$ cat config.mk
export PLATFORM = sky130hd
export DESIGN_NAME = spi_xfer_ctrl
export DESIGN_NICKNAME = d
export VERILOG_FILES = /design/src/rtl/spi_xfer_ctrl.sv
export SDC_FILE = /design/constraint.sdc
export NUM_CORES = 1
export LEC_CHECK = 0
export CAP_MARGIN = 10
export CORE_ASPECT_RATIO = 1.4
export CORE_UTILIZATION = 41
export CTS_CLUSTER_SIZE = 20
export DETAILED_ROUTE_END_ITERATION = 10
export GPL_TIMING_DRIVEN = 0
export PLACE_DENSITY_LB_ADDON = 0.3
export SETUP_SLACK_MARGIN = 0.5
export SLEW_MARGIN = 20
export SYNTH_ARGS = -nofsm -noshare
export SYNTH_HDL_FRONTEND = slang
export SYNTH_SLANG_ARGS = --single-unit
$ cat constraint.sdc
create_clock -name clk -period 4.6 [get_ports clk]
set_input_delay 0.46 -clock clk [delete_from_list [all_inputs] [get_ports clk]]
set_output_delay 0.46 -clock clk [all_outputs]
set_load 0.1 [all_outputs]
$ cat src/rtl/spi_xfer_ctrl.sv
// spi_xfer_ctrl: mode-0 SPI transaction sequencer driving the latch datapath strobes
//
// Ports:
//   clk, rst          system clock, synchronous active-high reset
//   start, abort      launch a transaction (IDLE only) / cut a running one short
//   cfg_div           sclk half-period in clk cycles (0 behaves as 1)
//   cfg_ncycles       number of sclk cycles in the transaction
//   sclk, ss_n        SPI pad clock (idles low) and active-low chip select
//   sclk_en           datapath shift enable, high for the whole TRANSFER phase
//   latchout_en       1-cycle strobe: datapath launches the next MOSI bits
//   latchin_en        1-cycle strobe: datapath samples MISO
//   setup_rst         1-cycle datapath clear
//   loadtxdata_en     1-cycle tx string load
//   busy, done        transaction in progress / 1-cycle completion pulse
//   edge_count        sclk rising edges issued in the current transaction
module spi_xfer_ctrl #(
    parameter int DIVW    = 4,
    parameter int CS_LEAD = 2,
    parameter int CS_LAG  = 2
) (
    input  logic            clk,
    input  logic            rst,
    input  logic            start,
    input  logic            abort,
    input  logic [DIVW-1:0] cfg_div,
    input  logic [9:0]      cfg_ncycles,
    output logic            sclk,
    output logic            ss_n,
    output logic            sclk_en,
    output logic            latchout_en,
    output logic            latchin_en,
    output logic            setup_rst,
    output logic            loadtxdata_en,
    output logic            busy,
    output logic            done,
    output logic [9:0]      edge_count
);
    typedef enum logic [2:0] {IDLE, SETUP, LOAD, LEAD, XFER, LAG, DONE} state_t;
    state_t st, st_nxt;
    logic [DIVW-1:0] div_r, div_nxt, hcnt, hcnt_nxt;
    logic [9:0] n_r, n_nxt, ec_nxt;
    logic [7:0] cnt, cnt_nxt;
    logic wrap, sclk_nxt, lin_nxt, lout_nxt;
    always_ff @(posedge clk) begin
        if (rst) begin
            st            <= IDLE;
            div_r         <= DIVW'(1);
            n_r           <= '0;
            hcnt          <= '0;
            cnt           <= '0;
            sclk          <= 1'b0;
            ss_n          <= 1'b1;
            sclk_en       <= 1'b0;
            latchout_en   <= 1'b0;
            latchin_en    <= 1'b0;
            setup_rst     <= 1'b0;
            loadtxdata_en <= 1'b0;
            busy          <= 1'b0;
            done          <= 1'b0;
            edge_count    <= '0;
        end else begin
            st            <= st_nxt;
            div_r         <= div_nxt;
            n_r           <= n_nxt;
            hcnt          <= hcnt_nxt;
            cnt           <= cnt_nxt;
            sclk          <= sclk_nxt;
            ss_n          <= !(st_nxt inside {LEAD, XFER, LAG});
            sclk_en       <= st_nxt == XFER;
            latchout_en   <= lout_nxt;
            latchin_en    <= lin_nxt;
            setup_rst     <= st_nxt == SETUP;
            loadtxdata_en <= st_nxt == LOAD;
            busy          <= !(st_nxt inside {IDLE, DONE});
            done          <= st_nxt == DONE;
            edge_count    <= ec_nxt;
        end
    end
    // Outputs are registered, so every value below is what the outputs will
    // show in the state being entered.
    always_comb begin
        st_nxt   = st;
        div_nxt  = div_r;
        n_nxt    = n_r;
        hcnt_nxt = hcnt;
        cnt_nxt  = cnt;
        ec_nxt   = edge_count;
        sclk_nxt = 1'b0;
        lin_nxt  = 1'b0;
        lout_nxt = 1'b0;
        wrap     = hcnt == div_r - DIVW'(1);
        case (st)
            IDLE: if (start) begin
                st_nxt  = SETUP;
                div_nxt = (cfg_div == '0) ? DIVW'(1) : cfg_div;
                n_nxt   = cfg_ncycles;
                ec_nxt  = '0;
            end
            SETUP: st_nxt = LOAD;
            LOAD: begin
                st_nxt  = LEAD;
                cnt_nxt = '0;
            end
            LEAD: if (cnt == 8'(CS_LEAD - 1)) begin
                st_nxt   = (n_r == '0) ? LAG : XFER;
                hcnt_nxt = '0;
                cnt_nxt  = '0;
            end else begin
                cnt_nxt = cnt + 8'd1;
            end
            XFER: begin
                hcnt_nxt = wrap ? '0 : hcnt + DIVW'(1);
                sclk_nxt = wrap ? ~sclk : sclk;
                if (wrap && !sclk) begin
                    lin_nxt = 1'b1;
                    ec_nxt  = edge_count + 10'd1;
                end else if (wrap && edge_count == n_r) begin
                    // fall after the final rise ends the transfer without a launch
                    st_nxt  = LAG;
                    cnt_nxt = '0;
                end else if (wrap) begin
                    lout_nxt = 1'b1;
                end
            end
            LAG: begin
                st_nxt  = (cnt == 8'(CS_LAG - 1)) ? DONE : LAG;
                cnt_nxt = cnt + 8'd1;
            end
            DONE: st_nxt = IDLE;
            default: st_nxt = IDLE;
        endcase
        // first bit launch lands on the last LEAD cycle
        if (st_nxt == LEAD && cnt_nxt == 8'(CS_LEAD - 1) && n_r != '0)
            lout_nxt = 1'b1;
        if (abort && st inside {SETUP, LOAD, LEAD, XFER}) begin
            st_nxt   = LAG;
            cnt_nxt  = '0;
            sclk_nxt = 1'b0;
            lin_nxt  = 1'b0;
            lout_nxt = 1'b0;
            ec_nxt   = edge_count;
        end
    end
endmodule

# ---- Yosys cells after proc, flatten, opt, wreduce, memory -nomap -nowiden
# Cells that the tools add are included.
# W data, S select, Z words.
dict set report op_classes {
  n_addsub 4
  multipliers 0
  n_div 0
  order_cmp 0
  n_eq_ne 19
  shift 0
  mux 25
  n_bitwise 3
  n_reduce_logical 23
}
# operator n
set ops {}
lappend ops {{$pmux W8 S4} 1}
lappend ops {{$mux W8} 3}
lappend ops {{$mux W10} 2}
lappend ops {{$pmux W10 S2} 1}
lappend ops {{$pmux W3 S6} 1}
lappend ops {{$eq A8 B1 Y1 const B} 2}
lappend ops {{$eq A3 B2 Y1 const B} 5}
lappend ops {{$eq A3 B3 Y1 const B} 5}
lappend ops {{$mux W3} 5}
lappend ops {{$mux W4} 3}
lappend ops {{$add A10 B1 Y10 const B} 1}
lappend ops {{$eq A10 B10 Y1} 1}
lappend ops {{$logic_not A10 Y1} 1}
lappend ops {{$reduce_bool A10 Y1} 1}
lappend ops {{$add A8 B1 Y8 const B} 1}
lappend ops {{$pmux W4 S2} 1}
lappend ops {{$mux W1} 7}
lappend ops {{$eq A3 B1 Y1 const B} 2}
lappend ops {{$logic_not A3 Y1} 2}
lappend ops {{$ne A2 B2 Y1 const B} 3}
lappend ops {{$reduce_bool A2 Y1} 3}
lappend ops {{$logic_and A1 B1 Y1} 5}
lappend ops {{$add A4 B1 Y4 const B} 1}
lappend ops {{$eq A4 B4 Y1} 1}
lappend ops {{other kinds (11)} 16}
dict set report word_totals {
  reg_bits 48
  latch_bits 0
  mem_bits_rw 0
  rom_bits 0
  inputBits 18
  output_inout_bits 19
  mem_count 0
}

# ---- Depth between registers and ports, before layout
dict set report logic_depth {
  depth_word 10
  depth_mapped 10
  ltp_nobuf 9
}

# ---- Worst setup path before layout
# No wires, ideal clock.
dict set report synth_path {
  path_type {flip-flop to flip-flop}
  start {register edge_count[3]}
  end {register latchout_en}
  setup_ps 116
  t_arrival_ps 2491
  required_time_ps 4484
  path_slack_ps 1992
  path_stages_with_launch 8
  path_buffers 0
  path_cell_list {dfxtp_1 -> xnor2_1 -> nand4_1 -> nor4_2 -> nand3_1 -> a31o_1 -> and3_1 -> a41o_1}
}
dict set report synth_between {
  elab_chain_cells 9
}
# item line
set synth_lines {}
lappend synth_lines {{start, declared} 36} ;# output logic [9:0] edge_count
lappend synth_lines {{start signal, assigned} 76} ;# edge_count <= ec_nxt;
lappend synth_lines {{$eq A10 B10 Y1 *} 117} ;# end else if (wrap && edge_count == n_r) begin
lappend synth_lines {{$logic_and A1 B1 Y1 *} 117}
lappend synth_lines {{$mux W8 / $mux W3 (equally long branches)} 117}
lappend synth_lines {{$mux W8 / $mux W3 (equally long branches)} 114} ;# if (wrap && !sclk) begin
lappend synth_lines {{$pmux W8 S4 / $pmux W3 S6 (equally long branches)} 92} ;# case (st)
lappend synth_lines {{$eq A8 B1 Y1 / $eq A3 B2 Y1 (equally long branches)} 133} ;# if (st_nxt == LEAD && cnt_nxt == 8'(CS_LEAD - 1) && n_r != '0)
lappend synth_lines {{$logic_and A1 B1 Y1 (2 in series)} 133}
lappend synth_lines {{$mux W1 *} 133}
lappend synth_lines {{end signal, assigned} 70} ;# latchout_en <= lout_nxt;
lappend synth_lines {{end, declared} 30} ;# output logic latchout_en,
# Mark *: on every way between the ends. The rest lies on a longest branch, timed or not.
# A chain may end at the register's enable or synchronous reset.

# ---- Worst setup path in the final report
dict set report layout_path {
  start {register edge_count[2]}
  end {output port edge_count[2]}
}
# No word-level cell between the ends.

==> metrics <==
Clock Latency Late Sink 0.31 ns; Largest delay share family, worst path buffers and inverters; Yosys warning total 0; Final min period 2.46 ns; worst-path maximum fanout 7; met2 WL post-DR 3.14 mm; Hold WC Path Type reg -> reg; CTS Buf Count 5; number of buffers inserted to repair setup after CTS 0; metal1 wirelength ~2.6 mm; unrepaired setup endpoints after global routing no; fraction of post-synthesis cell area in the top cell type by area roughly two fifths; number of global-route vias before repair around 2,200; most used flip-flop cell after synthesis dfxtp_1; synth unique cells between 50 and 60; average size of a mapped cell ~8.0 sq um; library cell with the highest instance count after synthesis dfxtp_1; status complete, no violations; post-detailed-route via-to-cell ratio 5.54; final cycle utilization of the critical path between 50% and 60%; die area 6410 sq um; Rel. slew slack between 30% and 40%; final wirelength between 6 and 7 mm; PD cells 393 nW/um^2; number of H-tree branching levels 2; setup clock skew after layout 0.0117 ns; most area-consuming cells after synthesis dfxtp_1 (39%), nand2_1 (6.9%), a21oi_1 (6.2%); IR drop worst, VDD between 0.0002 and 0.00025 V; largest area contributor in the netlist dfxtp_1; routability congestion estimate 0.915; number of buffers and inverters on the critical path 1; actual slew at the worst max-slew pin 0.975 ns; Final Cell Area about 3100 sq um; largest net degree at the start of global routing 16; clock-pin slew reported for the worst setup and hold paths after clock tree synthesis about 0.09 ns; beginning of the worst register-to-register path cnt[0]$_SDFF_PP0_; top cells by instance count after synthesis dfxtp_1 (48), nand2_1 (46), nor2_1 (33); count of antenna diodes in the layout 0; reg2reg setup slack between 2 and 2.5 ns; initial antenna violation count 0; filler instances roughly 600; total global routing overflow 0; number of iterations in the first detailed-routing pass 4; number of I/O port buffers 35; part of the Yosys area used for sequential elements between 30 and 40%; largest stage delay on the critical path 1.19 ns; critical hold path startpoint div_r[3]$_SDFFE_PP0P_; layout cell share with drive strength beyond 1 roughly 5.1%; Clock Path Buffers 2; met3 wire length 276 um; CTS resizes 0; number of synthesized register bits between 40 and 50; DRC marker count from the first detailed-route iteration approximately 190; root buf cell clkbuf_8; post-detail-place hpwl about 4.6 mm; cell-by-cell listing of the critical path clkdlybuf4s50_1; critical path data arrival time roughly 2 ns; Vert. Die Dim around 94 um; Final #Nets about 380; first-pass GRT wire length between 10 and 15 mm; Overall Global Routing Usage a little over a fifth; Area growth, synth to finish 23.9%; Final Hold Vio Count 0; capturing element type of the critical path output pin; DR DRC count 0; Rows 33; first element of the critical path edge_count[2]$_SDFFE_PP0P_; top-level I/O count 37; kind of critical path reg -> out; sum of negative setup slack 0 ns; Clock Sink Count 48; Critical Path Source Type flip-flop; worst path required time around 4.1 ns; share of flip-flops with an asynchronous set or reset after synthesis 0%; post-DR wirelength/cell approximately 15 um; count of final setup violators 0; Max Clk Rate 407 MHz; Netlist Area Pre-Place between 2000 and 2500 sq um; highest metal used met4; number of routed nets with antenna violations 0; total of max-cap violations 0; core area roughly 6000 sq um; area post-placement slightly below 3000 sq um; effective utilization at floorplan 42.6%; TritonCTS clock tree yes; Die Span X between 60 and 70 um; EDFF count, synth 0; Post-Syn Nets approximately 340; number of vias after detailed routing 2,355; number of pins exceeding their max-slew limit in the final report 0; Static Leakage ~1.1 nW; gate count of the mapped netlist around 310; slowest CP cell clkdlybuf4s50_1; cts-stage hold buffer count 0
[power by group]
part	internal (W)	total (W)	switching [W]
Combinational	0.000115	0.000330	0.000215
Sequential	0.000441	0.000464	0.0000228
Clock	0.000272	0.000422	0.000150
[final cells by class]
class / count / area (sq um) / area share [%]
multi-input combinational: 245 / 1460 / 47.3
sequential: 48 / 961 / 31.1
timing repair buffer: 35 / 350 / 11.3
clock inverter: 3 / 90.1 / 2.91
tap: 70 / 87.6 / 2.83
clock buffer: 5 / 68.8 / 2.23
buffer: 14 / 53.8 / 1.74
inverter: 5 / 18.8 / 0.607
[cells by family (layout without fill, tap and decap cells)]
family | Yosys count | after routing | synth area share (%)
AO/OA/AOI/OAI | 71 | 71 | 18.1
XOR/XNOR | 24 | 24 | 8.98
adder cells (fa/ha/maj) | 5 | 5 | 2.51
buffers and inverters | 19 | 62 | 2.91
flip-flops | 48 | 48 | 38.5
multiplexers | 2 | 2 | 0.802
AND/OR/NAND/NOR | 143 | 143 | 28.2
[state kept, by name, indices dropped and copies added, names as in the netlist, 3 cells and up]
name,count
n_r,10
edge_count,10
cnt,8
st,3
hcnt,4
div_r,4
[placed cells by master, fill, tap and decap left out, types with 3 or more instances in the layout]
cell	netlist	final
xor2_1	12	12
and3_1	8	8
a21oi_1	31	31
nor2b_1	4	4
dfxtp_1	48	48
or3_1	5	5
clkdlybuf4s50_1	0	35
o21ai_0	12	12
nor2_1	33	33
ha_1	5	5
o21bai_1	3	3
nand3_1	9	9
nand4_1	8	8
bufinv_16	0	3
inv_1	5	5
nor3_1	11	11
nand2b_1	6	6
clkbuf_1	12	12
nand2_1	46	46
clkbuf_8	0	5
xnor2_1	11	11
[per-stage QoR]
step           setup WS, ns  hold slack [ns]  power [W]  cells  util [%]
2_1_floorplan          1.99            0.449   0.000715    312         -
3_3_place_gp           2.34            0.459   0.000797    417      50.0
3_5_place_dp           2.29            0.462   0.000800    417      50.0
4_1_cts                2.15            0.473    0.00122    425      52.7
5_1_grt                2.07            0.493    0.00127    425      52.7
6_report               2.14            0.472    0.00122    425      52.7
[metal layers]
metal  vias up  GRT usage, %
met1      1087          25.4
li1       1181             -
met4         0          8.51
met3        15          3.88
met2        72          35.8
met5         -             0
[path summary, 6_finish.rpt]
kind,depth (start not counted),endpoint
setup reg to reg,8,latchout_en$_SDFF_PP0_
hold / removal,2,div_r[3]$_SDFFE_PP0P_
setup / recovery,1,edge_count[2]
hold reg to reg,2,div_r[3]$_SDFFE_PP0P_
No activity file was read; power rests on OpenSTA's default activity.
